File: src/rtl/io_bus_arbiter.sv
// io_bus_arbiter
// Two-master round-robin transaction controller for the peripheral I/O slot bus.
// Master 0 is the CPU memory stage, master 1 a secondary requester (debug/DMA).
// A granted transaction drives one registered read or write strobe set onto the
// slot bus and waits for bus_ready. If bus_ready does not arrive within TIMEOUT
// cycles, the transaction is aborted. Completion is reported with a one-cycle
// ack, plus err on a timeout.
//
// Ports
//   clk, rst                 clock, synchronous active-high reset
//   mN_req/we/addr/wdata     master N request and payload (held until ack)
//   mN_rdata                 master N read data, holds until its next completion
//   mN_ack, mN_err           master N one-cycle completion / timeout flags
//   bus_read, bus_write      strobes to the slots (at most one high)
//   bus_addr, bus_wdata      latched address / write data (0 when idle)
//   bus_rdata, bus_ready     slot read data and completion

`ifndef IO_ADDR_WIDTH
`define IO_ADDR_WIDTH 32
`endif
`ifndef IO_DATA_WIDTH
`define IO_DATA_WIDTH 32
`endif

module io_bus_arbiter #(
  parameter int ADDR_WIDTH = `IO_ADDR_WIDTH,
  parameter int DATA_WIDTH = `IO_DATA_WIDTH,
  parameter int TIMEOUT    = 16,
  parameter int CNT_WIDTH  = 5
) (
  input  logic                  clk,
  input  logic                  rst,
  input  logic                  m0_req,
  input  logic                  m0_we,
  input  logic [ADDR_WIDTH-1:0] m0_addr,
  input  logic [DATA_WIDTH-1:0] m0_wdata,
  output logic [DATA_WIDTH-1:0] m0_rdata,
  output logic                  m0_ack,
  output logic                  m0_err,
  input  logic                  m1_req,
  input  logic                  m1_we,
  input  logic [ADDR_WIDTH-1:0] m1_addr,
  input  logic [DATA_WIDTH-1:0] m1_wdata,
  output logic [DATA_WIDTH-1:0] m1_rdata,
  output logic                  m1_ack,
  output logic                  m1_err,
  output logic                  bus_read,
  output logic                  bus_write,
  output logic [ADDR_WIDTH-1:0] bus_addr,
  output logic [DATA_WIDTH-1:0] bus_wdata,
  input  logic [DATA_WIDTH-1:0] bus_rdata,
  input  logic                  bus_ready
);

  typedef enum logic [1:0] {ST_IDLE, ST_ACCESS, ST_DONE} state_t;

  // Per-master views of the request inputs so the grant can index them.
  logic [1:0]            req_in;
  logic [1:0]            we_in;
  logic [ADDR_WIDTH-1:0] addr_in  [2];
  logic [DATA_WIDTH-1:0] wdata_in [2];

  assign req_in      = {m1_req, m0_req};
  assign we_in       = {m1_we, m0_we};
  assign addr_in[0]  = m0_addr;
  assign addr_in[1]  = m1_addr;
  assign wdata_in[0] = m0_wdata;
  assign wdata_in[1] = m1_wdata;

  state_t                           state_q, state_d;
  logic                             last_q, last_d;     // last master granted
  logic                             gnt_q, gnt_d;       // master owning the access
  logic                             we_q, we_d;
  logic [CNT_WIDTH-1:0]             cnt_q, cnt_d;
  logic                             bus_read_q, bus_read_d;
  logic                             bus_write_q, bus_write_d;
  logic [ADDR_WIDTH-1:0]            bus_addr_q, bus_addr_d;
  logic [DATA_WIDTH-1:0]            bus_wdata_q, bus_wdata_d;
  logic [1:0][DATA_WIDTH-1:0]       rdata_q, rdata_d;
  logic [1:0]                       ack_q, ack_d;
  logic [1:0]                       err_q, err_d;

  logic sel;
  logic finish;
  logic timed_out;

  always_comb begin
    state_d     = state_q;
    last_d      = last_q;
    gnt_d       = gnt_q;
    we_d        = we_q;
    cnt_d       = cnt_q;
    bus_read_d  = bus_read_q;
    bus_write_d = bus_write_q;
    bus_addr_d  = bus_addr_q;
    bus_wdata_d = bus_wdata_q;
    rdata_d     = rdata_q;
    ack_d       = '0;
    err_d       = '0;
    sel         = 1'b0;
    finish      = 1'b0;
    timed_out   = 1'b0;

    case (state_q)
      ST_IDLE: begin
        if (|req_in) begin
          // On a tie the master that did not go last wins; otherwise the sole requester.
          sel         = (&req_in) ? ~last_q : req_in[1];
          gnt_d       = sel;
          last_d      = sel;
          we_d        = we_in[sel];
          cnt_d       = '0;
          bus_read_d  = ~we_in[sel];
          bus_write_d = we_in[sel];
          bus_addr_d  = addr_in[sel];
          bus_wdata_d = we_in[sel] ? wdata_in[sel] : '0;
          state_d     = ST_ACCESS;
        end
      end

      ST_ACCESS: begin
        if (bus_ready) begin
          finish = 1'b1;
        end else if (cnt_q == CNT_WIDTH'(TIMEOUT - 1)) begin
          // This was the TIMEOUT-th strobe cycle without a response.
          finish    = 1'b1;
          timed_out = 1'b1;
        end else begin
          cnt_d = cnt_q + CNT_WIDTH'(1);
        end

        if (finish) begin
          state_d        = ST_DONE;
          bus_read_d     = 1'b0;
          bus_write_d    = 1'b0;
          bus_addr_d     = '0;
          bus_wdata_d    = '0;
          ack_d[gnt_q]   = 1'b1;
          err_d[gnt_q]   = timed_out;
          if (!we_q) begin
            rdata_d[gnt_q] = timed_out ? '1 : bus_rdata;
          end
        end
      end

      ST_DONE: begin
        // Requests are not sampled here; a held req becomes a new transaction in IDLE.
        state_d = ST_IDLE;
      end

      default: begin
        state_d = ST_IDLE;
      end
    endcase
  end

  always_ff @(posedge clk) begin
    if (rst) begin
      state_q     <= ST_IDLE;
      last_q      <= 1'b1;     // master 0 wins the first tie
      gnt_q       <= 1'b0;
      we_q        <= 1'b0;
      cnt_q       <= '0;
      bus_read_q  <= 1'b0;
      bus_write_q <= 1'b0;
      bus_addr_q  <= '0;
      bus_wdata_q <= '0;
      rdata_q     <= '0;
      ack_q       <= '0;
      err_q       <= '0;
    end else begin
      state_q     <= state_d;
      last_q      <= last_d;
      gnt_q       <= gnt_d;
      we_q        <= we_d;
      cnt_q       <= cnt_d;
      bus_read_q  <= bus_read_d;
      bus_write_q <= bus_write_d;
      bus_addr_q  <= bus_addr_d;
      bus_wdata_q <= bus_wdata_d;
      rdata_q     <= rdata_d;
      ack_q       <= ack_d;
      err_q       <= err_d;
    end
  end

  assign bus_read  = bus_read_q;
  assign bus_write = bus_write_q;
  assign bus_addr  = bus_addr_q;
  assign bus_wdata = bus_wdata_q;
  assign m0_rdata  = rdata_q[0];
  assign m1_rdata  = rdata_q[1];
  assign m0_ack    = ack_q[0];
  assign m1_ack    = ack_q[1];
  assign m0_err    = err_q[0];
  assign m1_err    = err_q[1];

endmodule

File: config.mk
export PLATFORM = sky130hd
export DESIGN_NAME = io_bus_arbiter
export DESIGN_NICKNAME = d
export VERILOG_FILES = /design/src/rtl/io_bus_arbiter.sv
export SDC_FILE = /design/constraint.sdc
export NUM_CORES = 1
export LEC_CHECK = 0
export BUFFER_PORTS_ARGS = -buffer_cell sky130_fd_sc_hd__buf_2
export CAP_MARGIN = 25
export CELL_PAD_IN_SITES_DETAIL_PLACEMENT = 1
export CELL_PAD_IN_SITES_GLOBAL_PLACEMENT = 2
export CORE_UTILIZATION = 26
export DETAILED_ROUTE_END_ITERATION = 16
export PLACE_DENSITY = 0.88
export SLEW_MARGIN = 20
export SYNTH_ARGS = -nofsm -noshare
export SYNTH_HDL_FRONTEND = slang
export SYNTH_SLANG_ARGS = --single-unit
File: constraint.sdc
create_clock -name clk -period 3 [get_ports clk]
set_clock_uncertainty 0.05 [all_clocks]
set_input_delay 0.75 -clock clk [delete_from_list [all_inputs] [get_ports clk]]
set_output_delay 0.75 -clock clk [all_outputs]
set_load 0.1 [all_outputs]
After elaboration in Yosys (flattened, before gate mapping) --
Cells that the tools add are included.
Operators by class: add/subtract/negate cells 1, $lt $le $gt $ge 4, equality and inequality tests 6, mux-type cells 38, bitwise gates (word level) 7, reduce and logical (&&, ||, !) cells 11
Operators with widths (number):
- $mux W32 | 12
- $pmux W32 S2 | 2
- $bwmux W64 | 1
- $demux W32 S1 | 1
- $mux W5 | 3
- $mux W1 | 12
- $pmux W5 S2 | 1
- $ne A2 B2 Y1 const B | 4
- $reduce_and A2 Y1 | 3
- $reduce_and A3 Y1 | 2
- $add A5 B1 Y5 const B | 1
- $eq A5 B4 Y1 const B | 1
- $not A1 Y1 | 5
- $lt A1 B2 Y1 const B | 2
- $mux W2 | 2
- $pmux W1 S2 | 2
- $pmux W2 S2 | 1
- $reduce_and A4 Y1 | 1
- $reduce_or A3 Y1 | 1
- $and A2 B2 Y2 | 1
- $eq A2 B1 Y1 const B | 1
- $ge A2 B2 Y1 const B | 1
- $logic_not A2 Y1 | 1
- $not A1 Y2 | 1
- other kinds (5) | 5
Storage, ports and cells: flip-flop bits (word level) 144, input port bits 167, word-level logic and storage cells 80

Logic depth before layout (Yosys ltp) --
Gate-level depths: netlist of the first run.
word-level depth 9, mapped depth 9, mapped depth without buffers 7

Worst setup path before layout of the first run --
No wires, ideal clock.
path type reg-to-reg, start point register cnt_q[0], end point register bus_addr_q[16] (netlist: bus_addr[16]), library setup time 70 ps, data arrival time 1962 ps, setup slack 919 ps, stages on the path, launching flop included 10, cells stage by stage dfxtp_1 > ha_1 > and3_1 > ha_1 > nor2_1 > or2_1 > nor3b_2 > buf_4 > buf_6 > o2bb2ai_2
On the way: word-level cells in the longest chain between the ends 6
Ends and longest elaborated chain:
- start, declared | line 74 | logic [CNT_WIDTH-1:0] cnt_q, cnt_d;
- start signal, assigned | line 176 | cnt_q <= cnt_d;
- $eq A5 B4 Y1 | line 124 | end else if (cnt_q == CNT_WIDTH'(TIMEOUT - 1)) begin
- $mux W1 | line 124
- $mux W1 | line 122 | if (bus_ready) begin
- $mux W1 | line 104 | case (state_q)
- $ne A2 B2 Y1 (no source line)
- $reduce_and A3 Y1 (no source line)
- end signal, assigned | line 179 | bus_addr_q <= bus_addr_d;
- end, declared | line 77 | logic [ADDR_WIDTH-1:0] bus_addr_q, bus_addr_d;
Every way passes these cells. The select of a mux whose other input is x is not followed. A chain may end at the register's enable or synchronous reset.

Worst setup path after layout of the first run --
start point register cnt_q[0], end point register bus_wdata_q[19] (netlist: bus_wdata[19])
On the way: word-level cells in the longest chain between the ends 6
Ends and longest elaborated chain:
- $eq A5 B4 Y1 | line 124
- $mux W1 | line 124
- $mux W1 | line 122
- $mux W1 | line 104
- $ne A2 B2 Y1 (no source line)
- $reduce_and A3 Y1 (no source line)
- end signal, assigned | line 180 | bus_wdata_q <= bus_wdata_d;
- end, declared | line 78 | logic [DATA_WIDTH-1:0] bus_wdata_q, bus_wdata_d;
Every way passes these cells. The select of a mux whose other input is x is not followed.

==> results of run 1 <==
-- state kept, by name, summed over array words and instances, names as in the netlist --
| name | flops |
|---|---|
| ack_q | 2 |
| bus_addr | 32 |
| bus_read | 1 |
| bus_wdata | 32 |
| bus_write | 1 |
| cnt_q | 5 |
| err_q | 2 |
| gnt_q | 1 |
| last_q | 1 |
| m0_rdata | 32 |
| m1_rdata | 32 |
| state_q | 2 |
| we_q | 1 |
-- per-layer routing --
metal  routed length (um)  track usage [%]  up-vias
met3                 1486            5.411       12
li1                     -                -     2714
met4                  192            5.190        2
met1                 9063            21.34     2711
met5                   17                0        -
met2                 9686            29.05      226
-- kinds of logic (layout without fill, tap and decap cells) --
family / Yosys count / count (layout) / synth area share [%]
AO/OA/AOI/OAI: 202 / 202 / 31.41
flip-flops: 144 / 144 / 48.11
other: 0 / 2 / 0
AND/OR/NAND/NOR: 166 / 166 / 13.57
XOR/XNOR: 2 / 2 / 0.2924
buffers and inverters: 64 / 344 / 5.867
multiplexers: 2 / 2 / 0.3341
adder cells (fa/ha/maj): 2 / 2 / 0.4176
-- final cells by class --
cell class,count,area (um^2),area share [%]
Timing Repair Buffer,311,1649,19.86
Inverter,1,3.754,0.04521
Clock inverter,14,177.7,2.140
Tap cell,285,356.6,4.295
Multi-Input combinational cell,374,2789,33.59
Antenna cell,2,5.005,0.06028
Sequential cell,144,2883,34.72
Clock buffer,18,439.2,5.289
-- critical path: cells and delay by family (launching register included) --
| kind | cells | cell delay (ns) |
|---|---|---|
| adder cells (fa/ha/maj) | 2 | 0.44 |
| buffers and inverters | 1 | 0.35 |
| AND/OR/NAND/NOR | 4 | 0.98 |
| flip-flops | 1 | 0.34 |
| AO/OA/AOI/OAI | 1 | 0.16 |
-- cell usage after synthesis, types with 7 or more instances --
master                        n  area, um^2
sky130_fd_sc_hd__dfxtp_1    144        2883
sky130_fd_sc_hd__nor2_1     103       386.6
sky130_fd_sc_hd__a211oi_1    38       285.3
sky130_fd_sc_hd__o2bb2ai_1   35       306.5
sky130_fd_sc_hd__and3_1      34       212.7
sky130_fd_sc_hd__a22oi_1     33       247.7
sky130_fd_sc_hd__a31oi_1     32       200.2
sky130_fd_sc_hd__o2bb2ai_2   30       450.4
sky130_fd_sc_hd__clkbuf_1    29       108.9
sky130_fd_sc_hd__a211oi_2    28       350.3
sky130_fd_sc_hd__buf_2       13       65.06
sky130_fd_sc_hd__buf_6        9       101.4
sky130_fd_sc_hd__buf_4        7       52.55
-- power groups by stage --
stage	combinational [mW]	clock, mW	sequential (mW)
after floorplan	0.391	0	2.91
after global placement	1.47	0	2.14
after detailed placement	1.49	0	2.14
after CTS	1.49	2.33	2.10
after global routing	1.55	2.40	2.11
final	1.47	2.25	2.10
-- path summary, 6_finish.rpt --
path	startpoint	to	slack (ns)	cells after the start
max	cnt_q[0]	bus_wdata[19]	0.54	8
min reg2reg	bus_addr[27]	bus_addr[27]	0.41	1
min	bus_addr[27]	bus_addr[27]	0.41	1
max reg2reg	cnt_q[0]	bus_wdata[19]	0.54	8
==> results.rst, run 1 <==
.. list-table::
   :header-rows: 1

   * - Metric
     - Value
   * - Run status
     - completed
   * - GRT Overall Usage
     - approximately 17%
   * - Count of buffers added by post-CTS timing repair for setup
     - 0
   * - Final Instance Area
     - roughly 8300 um^2
   * - Number of cells in the design after placement
     - ~1,100
   * - Mean cell area of the mapped netlist
     - 10.30 um^2
   * - Share of total power in the clock network
     - approximately two fifths
   * - Critical path's largest stage delay
     - 0.35 ns
   * - Layout Nets
     - just over 1,000
   * - Synthesized flop and latch total
     - between 100 and 150
   * - Shortest period the worst path allows
     - 2.458 ns
   * - Fraction of the cycle the final worst path needs
     - 81.93%
   * - Maximum buffer depth of the clock tree
     - 2
   * - Number of enable-type register cells in the synthesized netlist
     - 0
   * - Final Max Slew Viols
     - 0
   * - Commonest cells after routing, fill and taps aside
     - sky130_fd_sc_hd__buf_2, sky130_fd_sc_hd__dfxtp_1, sky130_fd_sc_hd__nor2_1
   * - Cells after synthesis
     - 582
   * - Total I/O pin count
     - 301
   * - IR drop worst, VDD
     - between 200 and 300 uV
   * - Number of resized instances in the post-cts repair step
     - 0
   * - Die Outline Area
     - about 24,000 um^2
   * - TritonCTS Buffers
     - 17
   * - Total length of routed wires
     - between 20 and 25 mm
   * - P&R area growth vs syn
     - 38.57%
   * - Routability-driven placement congestion ratio
     - 0.7706
   * - Initial antenna violation count
     - 2
   * - Critical path's slowest cell
     - sky130_fd_sc_hd__buf_12
   * - Clock latency at the later pin of the worst-skew pair
     - ~0.4 ns
   * - Initial Util
     - between 20% and 30%
   * - Highest clock frequency the design can meet
     - 406.8 MHz
   * - Number of DRC violations after detailed routing
     - 0
   * - Clock slew at the register clock pins of the worst setup and hold paths
     - roughly 0.060 ns
   * - Post-detailed-placement cell area
     - between 7000 and 8000 um^2
   * - Drt initial violations
     - slightly below 200
   * - Relative slew slack
     - between 60% and 70%
   * - Cell-by-cell listing of the critical path
     - ha_1, and3_1, ha_1, nor2_1, or2_1, nor3b_4, buf_12, o2bb2ai_1
   * - Fraction of layout cells with a size suffix above 1
     - 47.80%
   * - Vias in the first global route
     - 5,743
   * - Min-delay worst type
     - reg -> reg
   * - Placement Rows
     - between 50 and 60
   * - Internal power consumption
     - ~3.7 mW
   * - Hold slack final
     - 0.4067 ns
   * - Pwr Density
     - around 700 nW/um^2
   * - Top flip-flop cell by instance count after synthesis
     - sky130_fd_sc_hd__dfxtp_1
   * - # port buffers
     - 300
   * - Number of fill cells
     - roughly 2,700
   * - Post-placement worst setup slack
     - approximately 0.55 ns
   * - Number of maximum-capacitance violations
     - 0
   * - Number of nets in the synthesized netlist
     - 751
   * - Setup total negative slack
     - 0 ns
   * - Pre-antenna DRT Iters
     - 4
   * - Relative contribution of sequential cells to total power
     - between 30% and 40%
   * - Data arrival at the endpoint of the critical path
     - 2.75 ns
   * - CTS Hold Buffers Added
     - 0
   * - Share of synthesized flip-flops with an asynchronous set or reset
     - 0%
   * - Standby leakage power
     - 3.667 nW
   * - Total via count in the routed design
     - 5,665
   * - Clock Sink Count
     - about 140
   * - Post-synthesis sequential area ratio
     - a little under 50%
   * - Total global routing overflow
     - 0
   * - Largest fanout of any net on the critical path
     - 65
   * - Count of final hold-check violations
     - 0
   * - Maximum number of pins on one net before global-route repair
     - 71
   * - Startpoint types
     - register
   * - HPWL Detailed
     - approximately 14 mm
   * - Vias per std cell
     - about 5
   * - Share of the core filled with cells
     - 36.67%
   * - Unrepaired setup endpoints after global routing
     - false
   * - Transition time at the pin with the least slew margin
     - between 0.5 and 0.6 ns
   * - Routed len/inst
     - around 18 um
   * - CTS root buffer
     - sky130_fd_sc_hd__clkbuf_16
   * - Setup violation total in the final timing report
     - 0
   * - Final instance count without filler cells
     - around 1,100
   * - Setup slack of the critical path after layout
     - 0.5420 ns
   * - Max H-tree Level
     - 4
   * - Part of the total power dissipated in combinational logic
     - 25.3%
   * - Final antenna-violating net count
     - 0
   * - Global-route wire length before repair
     - about 32 mm
   * - Synthesized cell area
     - 5992 um^2
   * - Yosys warnings
     - 0
   * - Element type at the critical path end
     - register
   * - Switching share of power
     - roughly 37%
   * - TritonCTS clock tree
     - done
   * - Number of library cell types mapped by synthesis
     - 41
   * - Most frequent standard cell in the layout excluding fill and tap cells
     - sky130_fd_sc_hd__buf_2
   * - Horizontal die dimension
     - 153.8 um
   * - Worst EP required
     - approximately 3.3 ns
   * - Pwr Total
     - approximately 5.8 mW
   * - Standard cell core area
     - around 23,000 um^2
   * - Type of the worst setup path
     - reg -> reg
   * - Most common cell type on the critical path
     - sky130_fd_sc_hd__ha_1
   * - Psw
     - about 2.1 mW
   * - Die Y
     - about 150 um
Power figures use the tool's default switching activity.
==> run 2: changes to the inputs <==
Clock period 3 ns to 2.3 ns, I/O delays scaled along.
==> run 2 against run 1 <==
  * Sequential power rose by 30%
  * Flip-flop and latch count is the same
  * Count of clock-buffer cells in the layout increased by 2
  * Die area unchanged
  * Global-route usage rose by 0.24 points
  * Final cell count up 1.3%
  * Largest cell class unchanged
  * Largest power group unchanged
==> results.rst, run 2 (synthesized netlist as in run 1, its figures left out) <==
.. list-table::
   :header-rows: 1

   * - Metric
     - Value
   * - Layout Nets
     - 1,035 (+1.7%)
   * - Pwr Total
     - 7.715 mW (+32%)
   * - GRT Overall Usage
     - 17.63% (+0.24 points)
   * - Min-delay worst type
     - in -> reg
   * - # port buffers
     - 300 (unchanged)
   * - R2R depth
     - 9 (+1)
   * - Cell-by-cell listing of the critical path
     - ha_1, and3_1, ha_2, nor2_2, or2_1, nor3b_4, buf_4, buf_12, o2bb2ai_1
   * - Number of fill cells
     - 2,622 (-3.5%)
   * - Unrepaired setup endpoints after global routing
     - true
   * - Count of final hold-check violations
     - 0 (unchanged)
   * - Initial Util
     - 26.47% (unchanged)
   * - CTS Hold Buffers Added
     - 0 (unchanged)
   * - Transition time at the pin with the least slew margin
     - 0.5109 ns (-0.004962 ns)
   * - Final antenna-violating net count
     - 0 (unchanged)
   * - Clock latency at the later pin of the worst-skew pair
     - 0.41 ns (about the same)
   * - Fraction of the cycle the final worst path needs
     - 94.68% (+13 points)
   * - Maximum buffer depth of the clock tree
     - 2 (unchanged)
   * - Antenna Cells
     - 0 (-2)
   * - Standard cell core area
     - 22,640 um^2 (unchanged)
   * - Hold slack final
     - 0.3690 ns (-0.03776 ns)
   * - Standby leakage power
     - 3.787 nW (+3.3%)
   * - Final instance count without filler cells
     - 1,164 (+1.3%)
   * - Total via count in the routed design
     - 5,775 (+1.9%)
   * - Total area of multi-input combinational cells
     - 2803 um^2 (+0.49%)
   * - Total global routing overflow
     - 0 (unchanged)
   * - Setup slack of the critical path after layout
     - 0.1224 ns (-0.4196 ns)
   * - Die Y
     - 153.8 um (unchanged)
   * - Fraction of layout cells with a size suffix above 1
     - 48.92% (+1.1 points)
   * - TritonCTS Buffers
     - 17 (unchanged)
   * - Startpoint types
     - register
   * - Critical path's largest stage delay
     - 0.33 ns (-0.02 ns)
   * - TritonCTS clock tree
     - done
   * - Number of maximum-capacitance violations
     - 0 (unchanged)
   * - Highest clock frequency the design can meet
     - 459.2 MHz (+13%)
   * - Element type at the critical path end
     - register
   * - Run status
     - completed
   * - Commonest cells after routing, fill and taps aside
     - sky130_fd_sc_hd__buf_2, sky130_fd_sc_hd__dfxtp_1, sky130_fd_sc_hd__nor2_1
   * - Global-route wire length before repair
     - 32.53 mm (+1.6%)
   * - HPWL Detailed
     - 14.36 mm (+0.38%)
   * - Maximum number of pins on one net before global-route repair
     - 66 (-7.0%)
   * - Total I/O pin count
     - 301 (unchanged)
   * - Clock Sink Count
     - 144 (unchanged)
   * - IR drop worst, VDD
     - 402.2 uV (+45%)
   * - CTS root buffer
     - sky130_fd_sc_hd__clkbuf_16
   * - Pre-antenna DRT Iters
     - 4 (unchanged)
   * - Delay-heaviest family, CP
     - simple AND/OR/NAND/NOR gates
   * - Setup total negative slack
     - 0 ns (unchanged)
   * - Vias per std cell
     - 4.961 (+0.63%)
   * - Most frequent standard cell in the layout excluding fill and tap cells
     - sky130_fd_sc_hd__buf_2
   * - Initial antenna violation count
     - 1 (-1)
   * - Hold path cells
     - 3 (+2)
   * - Max H-tree Level
     - 4 (unchanged)
   * - Vias in the first global route
     - 5,877 (+2.3%)
   * - Logic depth of the worst setup path including buffers
     - 9 (+1)
   * - Relative slew slack
     - 65.85% (+0.25 points)
   * - Type of the worst setup path
     - reg -> reg
   * - Number of buffer and inverter instances along the worst setup path
     - 2 (+1)
   * - Shortest period the worst path allows
     - 2.178 ns (-0.2804 ns)
   * - Number of DRC violations after detailed routing
     - 0 (unchanged)
   * - Setup violation total in the final timing report
     - 0 (unchanged)
   * - Data arrival at the endpoint of the critical path
     - 2.47 ns (-0.28 ns)
   * - Routability-driven placement congestion ratio
     - 0.7516 (-2.5%)
   * - Horizontal die dimension
     - 153.8 um (unchanged)
   * - Pwr Density
     - 904.6 nW/um^2 (+29%)
   * - Routed len/inst
     - 18.64 um (+4.7%)
   * - P&R area growth vs syn
     - 42.33%
   * - Post-placement worst setup slack
     - -0.01064 ns (-0.5643 ns)
   * - Critical path's slowest cell
     - sky130_fd_sc_hd__dfxtp_1
   * - Final Max Slew Viols
     - 0 (unchanged)
   * - Drt initial violations
     - 207 (+5.6%)
   * - Largest fanout of any net on the critical path
     - 32 (-51%)
   * - Clock slew at the register clock pins of the worst setup and hold paths
     - 0.07 ns (about the same)
   * - Area occupied by registers
     - 2883 um^2 (unchanged)
   * - Placement Rows
     - 55 (unchanged)
   * - Number of cells in the design after placement
     - 1,121 (+0.54%)
   * - Die Outline Area
     - 23,660 um^2 (unchanged)
   * - Worst EP required
     - 2.59 ns (-0.70 ns)
   * - Total length of routed wires
     - 21.69 mm (+6.1%)
## run 2: changes by cell type in the layout (fill, tap and decap cells not counted), moves of 2 or more
| cell | before | now |
|---|---|---|
| sky130_fd_sc_hd__clkbuf_16 | 17 | 19 |
| sky130_fd_sc_hd__buf_6 | 0 | 3 |
| sky130_fd_sc_hd__buf_4 | 7 | 17 |
| sky130_fd_sc_hd__diode_2 | 2 | 0 |
| sky130_fd_sc_hd__clkinv_2 | 2 | 0 |
## run 2: per-layer routing
layer | up-vias | track usage, % | wire [um]
li1 | 2748 | - | -
met1 | 2772 | 21.45 | 9430
met2 | 227 | 29.76 | 10460
met3 | 26 | 4.848 | 1414
met4 | 2 | 6.143 | 373
met5 | - | 0 | 13
## run 2: worst paths after layout
kind / slack [ns] / startpoint / to
setup reg to reg: 0.12 / cnt_q[0] / bus_wdata[21]
hold / removal: 0.37 / m0_addr[15] / bus_addr[15]
setup / recovery: 0.12 / cnt_q[0] / bus_wdata[21]
hold reg to reg: 0.41 / bus_addr[30] / bus_addr[30]
## run 2: cell type report
cell class	count	share of cell area, %
clock buffer	20	5.355
timing repair buffer	328	21.76
inverter	1	0.04401
sequential	144	33.80
clock inverter	12	1.995
multi-input combinational	374	32.86
tap	285	4.181
## run 2: repair_timing
item                                    4_1_cts  5_1_grt
gates cloned                                  2        4
pin swaps                                     2        1
setup buffers                                 1        4
endpoints found under the setup margin        5      129
resized for setup                             3       10
## run 2: report_power, final
part / switching (mW) / total (mW) / internal [mW]
clock: 1.19 / 2.99 / 1.80
combinational: 1.53 / 1.98 / 0.449
sequential: 0.0969 / 2.74 / 2.64
## run 2: worst min-delay path: cells and delay by family
family	cells	cell delay (ns)
compound gates	2	0.16
buf+inv	1	0.07
## run 2: stage by stage
stage / cell area [um^2] / util [%]
5_1_grt: 8528 / 37.67
3_5_place_dp: 7739 / 34.18
3_3_place_gp: 7739 / 34.18
6_report: 8528 / 37.67
2_1_floorplan: 5992 / -
4_1_cts: 8419 / 37.19
